**config.mk**
```make
export PLATFORM = sky130hd
export DESIGN_NAME = hb_dec_mc
export DESIGN_NICKNAME = d
export VERILOG_FILES = /design/src/rtl/hb_dec_mc.sv
export SDC_FILE = /design/constraint.sdc
export NUM_CORES = 1
export LEC_CHECK = 0
export BUFFER_PORTS_ARGS = -buffer_cell sky130_fd_sc_hd__buf_2
export CAP_MARGIN = 0
export CORE_MARGIN = 5
export CORE_UTILIZATION = 30
export CTS_CLUSTER_DIAMETER = 50
export DETAILED_ROUTE_END_ITERATION = 10
export SETUP_SLACK_MARGIN = 0.05
export SKIP_LAST_GASP = 1
export SLEW_MARGIN = 20
export SYNTH_ARGS = -nofsm -noshare
export SYNTH_HDL_FRONTEND = slang
export SYNTH_SLANG_ARGS = --single-unit
```
**constraint.sdc**
```tcl
create_clock -name clk -period 4.4 [get_ports clk]
set_input_delay 0.44 -clock clk [delete_from_list [all_inputs] [get_ports clk]]
set_output_delay 0.44 -clock clk [all_outputs]
set_load 0.02 [all_outputs]
```
**src/rtl/hb_dec_mc.sv**
```systemverilog
// Multi-channel half-band decimate-by-2 filter, fixed 7-tap kernel
//   y = sat((-x0 + 9x2 + 16x3 + 9x4 - x6 + 16) >>> 5)
// All channels share one strobe, one phase bit and one set of pipeline valids.
// The newest sample x[n] is taken straight from data_in; six registers hold
// x[n-1]..x[n-6]. Multiplies are shift-add only.
module hb_dec_mc #(
  parameter int WIDTH = 18,
  parameter int NCHAN = 2
) (
  input  logic                   clk,
  input  logic                   rst_n,
  input  logic                   clear,
  input  logic                   bypass,
  input  logic                   stb_in,
  input  logic [NCHAN*WIDTH-1:0] data_in,
  output logic                   stb_out,
  output logic [NCHAN*WIDTH-1:0] data_out
);

  localparam int ACC_W = WIDTH + 6;
  localparam logic signed [ACC_W-1:0] RND = 16;

  // Add half an LSB, drop 5 fraction bits, clamp to the WIDTH-bit signed range.
  function automatic logic signed [WIDTH-1:0] rnd_sat(input logic signed [ACC_W-1:0] acc);
    logic signed [ACC_W-1:0] s;
    logic signed [WIDTH:0]   q;
    s = acc + RND;
    q = s[ACC_W-1:5];
    if (q[WIDTH] != q[WIDTH-1])
      rnd_sat = q[WIDTH] ? {1'b1, {(WIDTH-1){1'b0}}} : {1'b0, {(WIDTH-1){1'b1}}};
    else
      rnd_sat = q[WIDTH-1:0];
  endfunction

  logic bypass_r;
  logic flush_pend;
  logic phase;
  logic vld_p0;
  logic vld_p1;
  logic flush;
  logic accept;
  logic load_out;

  // A bypass edge seen on the registered copy flushes one cycle later.
  assign flush    = clear | flush_pend;
  assign accept   = stb_in & ~bypass & ~flush;
  assign load_out = bypass ? stb_in : (vld_p1 & ~flush);

  // Control: bypass edge detect, decimation phase, pipeline valids.
  always_ff @(posedge clk or negedge rst_n) begin
    if (!rst_n) begin
      bypass_r   <= 1'b0;
      flush_pend <= 1'b0;
      phase      <= 1'b0;
      vld_p0     <= 1'b0;
      vld_p1     <= 1'b0;
    end else begin
      bypass_r   <= bypass;
      flush_pend <= bypass ^ bypass_r;
      if (flush) begin
        phase  <= 1'b0;
        vld_p0 <= 1'b0;
        vld_p1 <= 1'b0;
      end else begin
        if (accept) phase <= ~phase;
        vld_p0 <= accept & phase;
        vld_p1 <= vld_p0;
      end
    end
  end

  // Output strobe: bypass passes the input strobe, filter mode the stage-2 valid.
  always_ff @(posedge clk or negedge rst_n) begin
    if (!rst_n) stb_out <= 1'b0;
    else        stb_out <= load_out;
  end

  for (genvar k = 0; k < NCHAN; k++) begin : g_ch
    logic signed [WIDTH-1:0] x_in;
    logic signed [WIDTH-1:0] dl [6];
    logic signed [WIDTH:0]   mid_p0;
    logic signed [WIDTH:0]   out_p0;
    logic signed [WIDTH-1:0] ctr_p0;
    logic signed [ACC_W-1:0] acc_p1;
    logic signed [WIDTH-1:0] y_p2;
    logic signed [ACC_W-1:0] mid_x;
    logic signed [ACC_W-1:0] out_x;
    logic signed [ACC_W-1:0] ctr_x;

    assign x_in  = data_in[k*WIDTH +: WIDTH];
    assign mid_x = {{(ACC_W-WIDTH-1){mid_p0[WIDTH]}}, mid_p0};
    assign out_x = {{(ACC_W-WIDTH-1){out_p0[WIDTH]}}, out_p0};
    assign ctr_x = {{(ACC_W-WIDTH){ctr_p0[WIDTH-1]}}, ctr_p0};
    assign data_out[k*WIDTH +: WIDTH] = y_p2;

    // Delay line x[n-1]..x[n-6]: shifts on each accepted sample, zeroed by flush.
    always_ff @(posedge clk or negedge rst_n) begin
      if (!rst_n) begin
        for (int i = 0; i < 6; i++) dl[i] <= '0;
      end else if (flush) begin
        for (int i = 0; i < 6; i++) dl[i] <= '0;
      end else if (accept) begin
        dl[0] <= x_in;
        for (int i = 1; i < 6; i++) dl[i] <= dl[i-1];
      end
    end

    // Stage 0: pre-add symmetric pairs x2+x4 and x0+x6, carry centre tap x3.
    always_ff @(posedge clk) begin
      mid_p0 <= {dl[1][WIDTH-1], dl[1]} + {dl[3][WIDTH-1], dl[3]};
      out_p0 <= {x_in[WIDTH-1], x_in} + {dl[5][WIDTH-1], dl[5]};
      ctr_p0 <= dl[2];
    end

    // Stage 1: 9*mid + 16*ctr - out as shift-add.
    always_ff @(posedge clk) begin
      acc_p1 <= (mid_x <<< 3) + mid_x + (ctr_x <<< 4) - out_x;
    end

    // Stage 2: output register, holds between strobes.
    always_ff @(posedge clk or negedge rst_n) begin
      if (!rst_n)        y_p2 <= '0;
      else if (load_out) y_p2 <= bypass ? x_in : rnd_sat(acc_p1);
    end
  end

endmodule

```
==> impl_metrics.toml, run 1 <==
[timing]
finalCriticalPeriod_ns = 3.57
setup_tns_ns = 0
hold_viol = 0
max_slew_margin_pct = 40.4
setup_violations = 0
rsz0062_at_grt = "no"
timing.fmax_mhz = 280
fin_crit_sh_pct = 81.2
fin_worst_skew_ns = 0.0288
slew_violations = 0
tightest_slew_ns = 0.893

[layout]
multi_input_area_um2 = 9770
fin_nets = 2216
layout-drive-gt1-share_pct = 9.30
fin_area_um2 = 23500
nFillCells = 6666
fin_util_pct = 34.9
antenna_cells = 0
final_common_cell = "dfrtp_1"
area_growth_pct = 15.1
seqCellArea_um2 = 9500
final_cell_mix = "dfrtp_1, inv_1, a22o_1, dfxtp_1, ha_1"

[worst_setup_path]
critical_path_buf_inv_count = 2
r2r_slack_ns = 0.83
cp.arrival_ns = 4.05
crit_type = "reg -> reg"
startpoint = "g_ch[0].mid_p0[5]$_DFF_P_"
cpLargestDelayFamily = "compound AO/OA/AOI/OAI gates"
cp_slowest_cell = "fa_1"
reg2reg_from = "g_ch[0].mid_p0[5]$_DFF_P_"
ff2ff_path_depth = 12
cpPeakStageDelay_ns = 0.54
cp_data_required_time_ns = 4.88
critPathMaxFanout = 4
startpoint_type = "flop"
reg2reg_to = "g_ch[0].acc_p1[23]$_DFF_P_"
worstSetupEndpointType = "flop"
endpoint = "g_ch[0].acc_p1[23]$_DFF_P_"
worstPathCellList = "fa_1 -> inv_1 -> fa_1 -> inv_1 -> ha_1 -> a2111oi_2 -> o21ai_1 -> a22o_1 -> a21oi_1 -> a21oi_1 -> o21ba_2 -> o311ai_1"
cp.depth = 12

[pwr]
intPower_mw = 6.65
pwr_density_cell_nw_per_um2 = 374
pwr-share-seq_pct = 44.7
ir_drop_mv = 0.275
clockPowerShare_pct = 48.3
total_power_mw = 8.77
p_leak_nw = 11.2
switching_power_mw = 2.13
swShare_pct = 24.3
combPwrFrac_pct = 7.1

[synthesis]
synth.largest_area_cell = "dfrtp_1"
synth-edff-count = 0
netlist_instances = 1897
syn_area_per_cell_um2 = 10.8
synth.yosys.seq_area_share_pct = 46.5
syn-cell-area_um2 = 20400
syn_nets = 2142
yosysWarnings = 0
synth_cell_types = 64
asyncSetResetFlopFracSynth_pct = 62.9
yosys.area.top_type_share_pct = 31.6
yosys_most_used_dff = "dfrtp_1"
yosys_register_bits = 410
ys_top_cells_by_area = "dfrtp_1, dfxtp_1, a22o_1"

[floorplanning]
core_um2 = 67300
num_rows = 95
dieArea_um2 = 73400
dieHeight_um = 271
start_util_pct = 30.3
io_pins = 78
die_w_um = 271

[cts]
cts-root-buf = "clkbuf_16"
clkTransAtPathRegs_ns = 0.06
cts_tree = "yes"
insertion_delay_ns = 0.59
cts_made_buffers = 48
cts_buffer_depth = 3
cts.htree.levels = 2
cts_sinks = 410
post_cts_buffers = 0

[placed_design]
gp_congestion = 0.834
hpwl_mm = 34.2
portBuffers = 77
placed_cell_area_um2 = 21800

[detailed_routing]
vias_per_cell = 4.87
drt_iter0_drc = 672
drt_wl_total_mm = 46.9
first_pass_iters = 5
drc = 0
vias = 14100
drtAntennaViolNets = 0
wire_per_inst_um = 16.3

[grt]
antenna_found_initial = 2
grt_pass1_wl_mm = 77.1
grt_usage_pct = 12.7
grt_pass1_vias = 14200
grt_max_degree = 161
overflow = 0

[status]
status = "complete, no violations"

[job]
cap_violations = 0

[min_path]
min_path_type = "in -> reg"
==> power by group through the flow <==
stage,clock [mW],sequential [mW],combinational [mW]
finish,4.24,3.92,0.620
global route,4.52,3.93,0.698
CTS,4.35,3.92,0.635
detailed placement,0,3.99,0.630
global placement,0,3.99,0.618
floorplan,0,4.03,0.334
==> layer usage <==
| metal | wire length, um | vias up | GRT usage, % | part of all wire [%] |
|---|---|---|---|---|
| met3 | 2090 | 69 | 2.47 | 4.5 |
| met1 | 22500 | 6951 | 18.0 | 48 |
| li1 | - | 6777 | - | - |
| met4 | 832 | 4 | 2.98 | 1.8 |
| met2 | 21500 | 256 | 20.2 | 46 |
| met5 | 15 | - | 0 | 0.032 |
==> state kept, by name (all words and copies together), names as in the netlist, 36 cells and up <==
name         count
g_ch.mid_p0     38
g_ch.dl        216
g_ch.out_p0     38
g_ch.y_p2       36
g_ch.acc_p1     40
g_ch.ctr_p0     36
==> cell usage after synthesis (17+ instances only) <==
cell	instances
a211oi_1	17
a21o_1	38
a21oi_1	104
a22o_1	217
buf_2	18
clkbuf_1	46
dfrtp_1	258
dfxtp_1	152
fa_1	76
ha_1	128
inv_1	232
nand2_1	45
nand3_1	42
nand3b_1	32
nor2_1	113
o21ai_0	72
xnor2_1	89
xor2_1	41
==> how the worst min path moves through the flow <==
stage                                          start                          to  depth (start not counted)
after floorplan                                rst_n          bypass_r$_DFF_PN0_                          0
after global placement    g_ch[0].dl[64]$_DFFE_PN0P_  g_ch[0].ctr_p0[10]$_DFF_P_                          0
after detailed placement  g_ch[0].dl[71]$_DFFE_PN0P_  g_ch[0].ctr_p0[17]$_DFF_P_                          0
after CTS                                data_in[18]   g_ch[1].out_p0[0]$_DFF_P_                          2
after global routing                     data_in[18]   g_ch[1].out_p0[0]$_DFF_P_                          2
final                                    data_in[19]  g_ch[1].dl[91]$_DFFE_PN0P_                          2
==> kinds of logic after synthesis <==
family,after synthesis,share of synthesized area (%)
adder cells (fa/ha/maj),204,15.3
buffers and inverters,299,5.65
flip-flops,410,46.5
multiplexers,1,0.0552
AND/OR/NAND/NOR,333,8.33
XOR/XNOR,130,5.58
AO/OA/AOI/OAI,520,18.6
==> per-stage QoR <==
stage,setup WS (ns),std cells,hold slack (ns)
finish,0.828,2884,0.132
global route,0.594,2884,0.120
CTS,0.788,2884,0.0899
detailed placement,0.814,2793,0.379
global placement,0.945,2793,0.384
floorplan,1.11,1897,0.144
==> timing repair <==
item	CTS	global route
hold buffers	1	0
resized for setup	0	0
hold endpoints to repair	82	0
==> cell type report <==
class	instances	share of cell area, %
Multi-Input combinational cell	1188	41.6
Sequential cell	410	40.4
Clock buffer	68	6.09
Tap cell	873	4.65
Inverter	233	3.72
Timing Repair Buffer	90	2.27
Clock inverter	22	1.24
Power figures use the tool's default switching activity.
==> inputs of run 2 (changes only) <==
clock period = 2.95 ns   (was 4.4 ns; I/O delays follow)
==> impl_metrics.toml, run 2 (synthesis results as in run 1) <==
[status]
status = "finished, violations left"
violations = "negative setup slack"

[layout]
final_cell_mix = "dfrtp_1, inv_1, a22o_1, dfxtp_1, ha_1"
largestRegisters = "g_ch.dl (216), g_ch.acc_p1 (40)"
regMostFlops = "g_ch.dl"
stdcell_count = 3002
largest_reg_flops = 216
fin_area_um2 = 24700
fin_nets = 2335
final_common_cell = "dfrtp_1"
area_growth_pct = 21.1
layout-drive-gt1-share_pct = 16.5
nFillCells = 6612
fin_util_pct = 36.7

[floorplanning]
dieArea_um2 = 73400
io_pins = 78
dieHeight_um = 271
num_rows = 95
start_util_pct = 30.3
core_um2 = 67300
die_w_um = 271

[detailed_routing]
vias_per_cell = 4.84
drt_wl_total_mm = 48.3
drc = 0
vias = 14500
drt_iter0_drc = 725
wire_per_inst_um = 16.1
first_pass_iters = 5
drtAntennaViolNets = 0

[placed_design]
portBuffers = 77
hpwl_mm = 35.3
placed_cell_area_um2 = 22600
gp_congestion = 0.820
post-place-ws_ns = -0.316
place_inst = 2887

[grt]
overflow = 0
grt_pass1_wl_mm = 78.5
grt_usage_pct = 13.0
antenna_found_initial = 1
grt_pass1_vias = 15000
grt_max_degree = 90

[worst_setup_path]
cp.arrival_ns = 3.78
cp_data_required_time_ns = 3.47
critPathMaxFanout = 3
startpoint_type = "flop"
crit_type = "reg -> reg"
worstSetupEndpointType = "flop"

[timing]
fin_crit_sh_pct = 111
fin_worst_skew_ns = 0.0129
setup_tns_ns = -2.91
timing.fmax_mhz = 307
slew_violations = 0
rsz0062_at_grt = "yes"
setup_violations = 21
tightest_slew_ns = 0.950
hold_viol = 0
max_slew_margin_pct = 36.7
fin_ws_ns = -0.311
finalCriticalPeriod_ns = 3.26

[pwr]
pwr-share-seq_pct = 46.3
pwr_density_cell_nw_per_um2 = 511
intPower_mw = 9.49
swShare_pct = 24.9
clockPowerShare_pct = 45.6
p_leak_nw = 11.8
combPwrFrac_pct = 8.2
ir_drop_mv = 0.473
switching_power_mw = 3.14

[cts]
clkTransAtPathRegs_ns = 0.06
cts_made_buffers = 47
insertion_delay_ns = 0.58
cts-root-buf = "clkbuf_16"
cts_buffer_depth = 3
cts_sinks = 410
cts_tree = "yes"
cts.htree.levels = 2

[job]
cap_violations = 0

[min_path]
min_path_type = "in -> reg"
==> run 2: cell count changes in the layout (fill, tap and decap cells not counted), sizes merged <==
cell	previous run	this run
buf	89	192
bufinv	5	0
clkbuf	68	71
clkinv	7	10
clkinvlp	3	4
diode	0	1
dlygate4sd3	1	18
inv	240	235
==> run 2: area by class of cell <==
| type | instances | area, um^2 | area share (%) |
|---|---|---|---|
| multi-input cells | 1188 | 10100 | 40.9 |
| flip-flops and latches | 410 | 9510 | 38.5 |
| repair buffers | 210 | 1590 | 6.41 |
| clock buffers | 71 | 1420 | 5.75 |
| well taps | 873 | 1090 | 4.42 |
| inverters | 233 | 875 | 3.54 |
| clock inverters | 16 | 134 | 0.542 |
| diodes | 1 | 2.50 | 0.0101 |
==> run 2: stage by stage <==
stage               power (mW)  hold slack [ns]
floorplan                 6.52        -0.000591
global placement          6.93            0.378
detailed placement        6.96            0.382
CTS                       12.8          0.00800
global route              13.2           0.0301
finish                    12.6           0.0344
==> run 2: layer usage <==
layer | up-vias | routed length, um | track usage, %
met1 | 7159 | 22100 | 17.5
li1 | 7011 | - | -
met4 | 2 | 984 | 3.44
met5 | - | 20 | 0
met3 | 83 | 2410 | 2.54
met2 | 267 | 22700 | 21.3
==> run 2: worst max-delay path, stage by stage (launching register included) <==
cell	delay [ns]
dfxtp_2	0.33
fa_1	0.54
inv_1	0.05
fa_1	0.49
inv_2	0.05
ha_4	0.22
a2111oi_4	0.28
o21ai_1	0.11
a22o_2	0.30
a41oi_2	0.20
o21ai_2	0.08
or4b_1	0.47
nand3_1	0.08
==> run 2: final timing paths <==
kind	end	depth (start not counted)	start	slack [ns]
setup / recovery	g_ch[0].acc_p1[18]$_DFF_P_	12	g_ch[0].mid_p0[5]$_DFF_P_	-0.31
hold / removal	g_ch[1].dl[107]$_DFFE_PN0P_	2	data_in[35]	0.03
setup reg to reg	g_ch[0].acc_p1[18]$_DFF_P_	12	g_ch[0].mid_p0[5]$_DFF_P_	-0.31
hold reg to reg	g_ch[0].ctr_p0[5]$_DFF_P_	0	g_ch[0].dl[59]$_DFFE_PN0P_	0.40
max in group asynchronous	g_ch[1].dl[70]$_DFFE_PN0P_	3	rst_n	1.83
min in group asynchronous	g_ch[0].dl[14]$_DFFE_PN0P_	2	rst_n	0.35
==> run 2: power by group through the flow <==
| stage | Sequential, mW | Clock, mW | Combinational [mW] |
|---|---|---|---|
| finish | 5.84 | 5.75 | 1.03 |
| CTS | 5.84 | 5.91 | 1.04 |
| detailed placement | 5.95 | 0 | 1.01 |
| global placement | 5.94 | 0 | 0.983 |
| floorplan | 6.01 | 0 | 0.506 |
| global route | 5.86 | 6.17 | 1.15 |
==> run 2: what timing repair did <==
item / CTS / global route
buffers inserted: 7 / 6
hold buffers: 18 / 0
gates cloned: 0 / 0
gates resized for setup: 28 / 45
pin swaps: 35 / 16
hold endpoints to repair: 103 / 0
setup endpoints to repair: 30 / 37
